$ cat config.mk
export PLATFORM = sky130hd
export DESIGN_NAME = multdiv_sequencer
export DESIGN_NICKNAME = d
export VERILOG_FILES = /design/src/rtl/multdiv_sequencer.sv
export SDC_FILE = /design/constraint.sdc
export NUM_CORES = 1
export LEC_CHECK = 0
export CORE_ASPECT_RATIO = 1.2
export CORE_UTILIZATION = 44
export DETAILED_ROUTE_END_ITERATION = 7
export GPL_TIMING_DRIVEN = 0
export PLACE_DENSITY_LB_ADDON = 0.3
export SKIP_LAST_GASP = 1
export SLEW_MARGIN = 10
export SYNTH_ARGS = -nofsm -noshare
export SYNTH_HDL_FRONTEND = slang
export SYNTH_SLANG_ARGS = --single-unit
$ cat constraint.sdc
create_clock -name clock -period 6.1 [get_ports clock]
set_input_delay 1.22 -clock clock [delete_from_list [all_inputs] [get_ports clock]]
set_output_delay 1.22 -clock clock [all_outputs]
set_load 0.01 [all_outputs]
$ cat src/rtl/multdiv_sequencer.sv
// Execute-stage sequencer for the shared multi-cycle multiply/divide unit.
// Optional watchdog abort in WAIT is enabled by defining MULTDIV_WATCHDOG_EN.
module multdiv_sequencer #(
  parameter int LATENCY_MAX = 40,
  parameter int CNT_W       = 6
) (
  input  logic             clock,
  input  logic             reset,
  input  logic             op_valid,
  input  logic             op_is_div,
  input  logic [4:0]       op_tag,
  input  logic [31:0]      operand_a,
  input  logic [31:0]      operand_b,
  input  logic             flush,
  output logic             md_ctrl_mult,
  output logic             md_ctrl_div,
  output logic [31:0]      md_a,
  output logic [31:0]      md_b,
  input  logic [31:0]      md_result,
  input  logic             md_exception,
  input  logic             md_ready,
  output logic             pipeline_stall,
  output logic             result_valid,
  output logic [31:0]      result,
  output logic [4:0]       result_tag,
  output logic [2:0]       exc_code,
  output logic [CNT_W-1:0] busy_cycles,
  output logic             timeout_flag
);

  typedef enum logic [1:0] {IDLE, START, WAIT, DONE} state_t;

  state_t      state;
  state_t      state_next;
  logic [31:0] a_reg;
  logic [31:0] b_reg;
  logic [4:0]  tag_reg;
  logic        is_div_reg;
  logic        accept;
  logic        capture;
  logic        wd_expire;

  // The busy counter must be able to represent the watchdog limit.
  if ((2 ** CNT_W) <= LATENCY_MAX) begin : g_bad_cnt_w
    $error("CNT_W too narrow for LATENCY_MAX");
  end

  assign accept  = (state == IDLE) && op_valid && !flush;
  assign capture = (state == WAIT) && md_ready && !flush;
  assign md_a    = a_reg;
  assign md_b    = b_reg;

`ifdef MULTDIV_WATCHDOG_EN
  localparam logic [CNT_W-1:0] WD_LIMIT = CNT_W'(LATENCY_MAX - 1);

  // Expires on the LATENCY_MAX-th WAIT cycle; a late md_ready still wins.
  assign wd_expire = (state == WAIT) && !md_ready && !flush && (busy_cycles == WD_LIMIT);

  always_ff @(posedge clock or posedge reset) begin
    if (reset) begin
      timeout_flag <= 1'b0;
    end else if (wd_expire) begin
      timeout_flag <= 1'b1;
    end
  end
`else
  assign wd_expire    = 1'b0;
  assign timeout_flag = 1'b0;
`endif

  always_comb begin
    state_next     = state;
    pipeline_stall = 1'b0;
    md_ctrl_mult   = 1'b0;
    md_ctrl_div    = 1'b0;
    result_valid   = 1'b0;
    case (state)
      IDLE: begin
        pipeline_stall = op_valid;
        if (accept) state_next = START;
      end
      START: begin
        pipeline_stall = 1'b1;
        md_ctrl_mult   = !is_div_reg;
        md_ctrl_div    = is_div_reg;
        state_next     = flush ? IDLE : WAIT;
      end
      WAIT: begin
        pipeline_stall = 1'b1;
        if (flush) begin
          state_next = IDLE;
        end else if (md_ready || wd_expire) begin
          state_next = DONE;
        end
      end
      DONE: begin
        result_valid = 1'b1;
        state_next   = IDLE;
      end
      default: state_next = IDLE;
    endcase
  end

  always_ff @(posedge clock or posedge reset) begin
    if (reset) begin
      state       <= IDLE;
      a_reg       <= '0;
      b_reg       <= '0;
      tag_reg     <= '0;
      is_div_reg  <= 1'b0;
      result      <= '0;
      result_tag  <= '0;
      exc_code    <= '0;
      busy_cycles <= '0;
    end else begin
      state <= state_next;
      if (accept) begin
        a_reg      <= operand_a;
        b_reg      <= operand_b;
        tag_reg    <= op_tag;
        is_div_reg <= op_is_div;
      end
      if (state == START) begin
        busy_cycles <= '0;
      end else if ((state == WAIT) && (busy_cycles != '1)) begin
        busy_cycles <= busy_cycles + 1'b1;
      end
      if (capture) begin
        result     <= md_result;
        result_tag <= tag_reg;
        exc_code   <= md_exception ? (is_div_reg ? 3'd5 : 3'd4) : 3'd0;
      end else if (wd_expire) begin
        result     <= '0;
        result_tag <= tag_reg;
        exc_code   <= is_div_reg ? 3'd5 : 3'd4;
      end
    end
  end

endmodule

# Word level (Yosys, flattened, before mapping)
# Index checks and enable logic that the tools add are counted.
[word_totals]
in_bits = 108
out_inout_bits = 115
ff_bits = 118
wordCells = 40
[classes]
mux = 13
addsub = 1
n_reduce_logical = 11
eq_ne = 6
[op_table]
columns = ["op", "n"]
rows = [
  ["two-way mux 6 bit", 2],
  ["two-way mux 2 bit", 4],
  ["case mux 2 bit (4 select lines)", 1],
  ["adder 6 x 1 -> 6 bit, second input constant", 1],
  ["inequality test 6 bit, second input constant", 1],
  ["logical AND 1 bit", 5],
  ["== test 2 bit, second input constant", 2],
  ["two-way mux 1 bit", 4],
  ["two-way mux 3 bit", 1],
  ["inequality test 3 bit, second input constant", 1],
  ["== test 2 x 1 -> 1 bit, second input constant", 1],
  ["zero test 1 bit", 2],
  ["zero test 2 bit", 1],
  ["inequality test 2 bit, second input constant", 1],
  ["case mux 1 bit (2 select lines)", 1],
  ["AND reduction 2 bit", 1],
  ["nonzero test 2 bit", 1],
  ["OR reduction 2 bit", 1],
]

# Longest topological paths before layout
[depth]
word_depth = 5
ltp_mapped = 6
ltp_nobuf = 5

# Worst setup path after synthesis
# No wires, ideal clock.
[synth_path]
path_kind = "input to output"
from = "input port op_valid"
to = "output port pipeline_stall"
required_ns = 4.880
arrival_ns = 1.436
path_buffers = 0
path_slack_ns = 3.444
cell_stages = 2
cell_sequence = "a21oi_1 -> nor2_1"
[synth_between]
elab_chain_cells = 1
[synth_rtl]
columns = ["element", "line", "rtl"]
rows = [
  ["start, declared", "9", "input logic op_valid,"],
  ["case mux 1 bit (2 select lines)", "77", "case (state)"],
  ["end, declared", "22", "output logic pipeline_stall,"],
]
# No other way between the ends.

# Final worst setup path
# Same ends and word-level chain as after synthesis.

==> summary.md <==
| Metric | Value |
|---|---|
| Crit path capture type | output pin |
| Final Cycle Share | 0.6128 |
| Gr usage total | 0.2142 |
| Fraction of layout cells with a size suffix above 1 | 0.2752 |
| Max-Slew Margin vs Limit | 0.6488 |
| Root Driver | clkbuf_16 |
| PortBufs | 220 |
| Layout area overhead | 63.15% |
| Maximum Capacitance Violations | 0 |
| Ys async rst share | 1.000 |
| Synth area leader | dfrtp_1 |
| CTS tree | yes |
| Unique masters post-synth | 34 |
| TritonCTS Buffers | 17 |
| Initial Util | 0.4599 |
| GP Congestion | 0.7777 |
| Post-route ant nets | 0 |
| PwrDens | 499.9 mW/mm2 |
| Post-Syn Instances | 302 |
| Via/cell ratio | 5.003 |
| Dominant cells by area after synthesis | dfrtp_1, mux2_2, buf_6 |
| Synth Warn # | 0 |
| Post-synthesis sequential area ratio | 0.6235 |
| Fin nets | 657 |
| EDFF count, synth | 0 |
| Drc violations | 0 |
| Clock transition at path regs | 0.05 ns |
| Mapped Area | 0.004696 mm2 |
| Final TNS setup | 0 ns |
| HP Class | flip-flop to flip-flop |
| Critical path class | primary input to output pin |
| Worst-Margin Slew | 0.5267 ns |
| Commonest non-fill, non-tap cell in the layout | clkdlybuf4s50_1 |
| Post-CTS setup buffer count | 0 |
| Pleak | 3.345 nW |
| Post-CTS Resized | 0 |
| Most frequent cells in the layout | clkdlybuf4s50_1, dfrtp_1, mux2_2 |
| DR WL/cell | 16.55 um |
| Post-detail-place hpwl | 8.447 mm |
| Yosys reg bits | 117 |
| Die area | 0.01109 mm2 |
| VDD IR max | 0.2777 mV |
| Largest net degree at the start of global routing | 63 |
| Total power | 0.003830 W |
| Worst path required time | 4.88 ns |
| H-tree Lvls | 4 |
| DRT Pass-1 Iters | 4 |
| Global-route wire length before repair | 17.49 mm |
| Crit-path max FO | 3 |
| Die width | 96.31 um |
| CTS max path bufs | 2 |
| Clk sinks | 117 |
| Startpoint types | primary input |
| Synthesized area per cell | 15.55 um2 |
| Post-Route WL | 11.29 mm |
| Predominant post-synthesis flop cell | dfrtp_1 |
| Post-CTS Hold Buffers | 0 |
| Number of DRC markers in iteration 0 | 88 |
| Core Area | 0.01021 mm2 |
| Initial antenna violation count | 0 |
| Die Ht | 115.2 um |
| Total grt overflow | 0 |
| Fmax | 267.5 MHz |
| Fin. max-slew vios | 0 |
| Clk_lat worst skew | 0.40 ns |
| Number of global-route vias before repair | 3615 |
| RSZ-0062 raised after global routing | no |
| Ports | 223 |
| Clock Skew | 0.005627 ns |
| Row cnt | 40 |
| Via count | 3412 |
| Setup violators final | 0 |
| Outcome | completed |
| Inserted Diodes | 0 |
| Post-synth top area share | 0.6235 |
| Fin. Hold Viols | 0 |
| CP arrival | 2.52 ns |
| Min Clock Period, post-route | 3.738 ns |
[stage by stage]
stage	cell area (um2)	std cells	utilization	setup WS, ns	hold slack (ns)
CTS	7661	682	0.7504	2.355	0.4944
floorplan	4700	303	-	1.779	0.4750
detailed placement	7092	650	0.6946	2.355	0.4838
global route	7661	682	0.7504	2.333	0.5194
finish	7661	682	0.7504	2.362	0.4942
global placement	7059	649	0.6914	0.1696	0.4692
[synth_stat cells (2+ instances only)]
| cell | count |
|---|---|
| mux2_2 | 103 |
| buf_4 | 2 |
| ha_1 | 6 |
| dfrtp_1 | 117 |
| nor2_1 | 9 |
| buf_6 | 8 |
| nand2_1 | 2 |
| a21oi_1 | 3 |
| nand3_1 | 3 |
| buf_2 | 4 |
| inv_1 | 10 |
| mux2_1 | 6 |
| and4_1 | 2 |
| o22ai_1 | 3 |
| nor2b_1 | 4 |
| o21ai_0 | 2 |
[kinds of logic after synthesis]
family,Yosys count,share of synthesized area
AOI/OAI and AO/OA,16,0.02478
adders and majority gates,6,0.01599
buffers and inverters,25,0.03544
DFF,117,0.6235
muxes,111,0.2667
other,1,0.0007986
and+or+nand+nor,26,0.03278
[worst paths after layout]
check / startpoint / to / slack, ns / depth (start not counted)
hold / removal: md_b[3] / md_b[3] / 0.49 / 1
setup reg to reg: state[0] / result[25] / 4.29 / 5
min in group asynchronous: reset / md_a[9] / 1.26 / 2
max in group asynchronous: reset / md_b[5] / 4.16 / 3
setup / recovery: op_valid / pipeline_stall / 2.36 / 4
hold reg to reg: md_b[3] / md_b[3] / 0.49 / 1
[worst max-delay path: stages]
cell	delay, ns
clkdlybuf4s50_1	0.55
a21oi_1	0.09
nor2_1	0.10
clkdlybuf4s50_1	0.56
[final cells by class]
| type | count | area (um2) |
|---|---|---|
| multi-input combinational | 161 | 1605 |
| fill | 687 | 2549 |
| buffer | 15 | 128.9 |
| inverter | 10 | 42.54 |
| clock inverter | 10 | 105.1 |
| sequential | 117 | 2928 |
| timing repair buffer | 221 | 2230 |
| clock buffer | 22 | 464.2 |
| tap | 126 | 157.7 |
[where the power goes]
group | total, W | leakage, nW | switching, W | internal (W)
sequential | 0.00131 | 1.44 | 0.000183 | 0.00113
clock | 0.000944 | 0.279 | 0.000327 | 0.000617
combinational | 0.00157 | 1.63 | 0.000582 | 0.000989
[routing by layer]
layer  global-route usage  share of wire  vias up
met4              0.09804          0.019        0
met5                    0              0        -
met3              0.09987           0.11       19
met2               0.3655           0.52      161
li1                     -              -     1536
met1               0.2220           0.35     1696
Note: power is estimated with default switching activity, not from simulation.
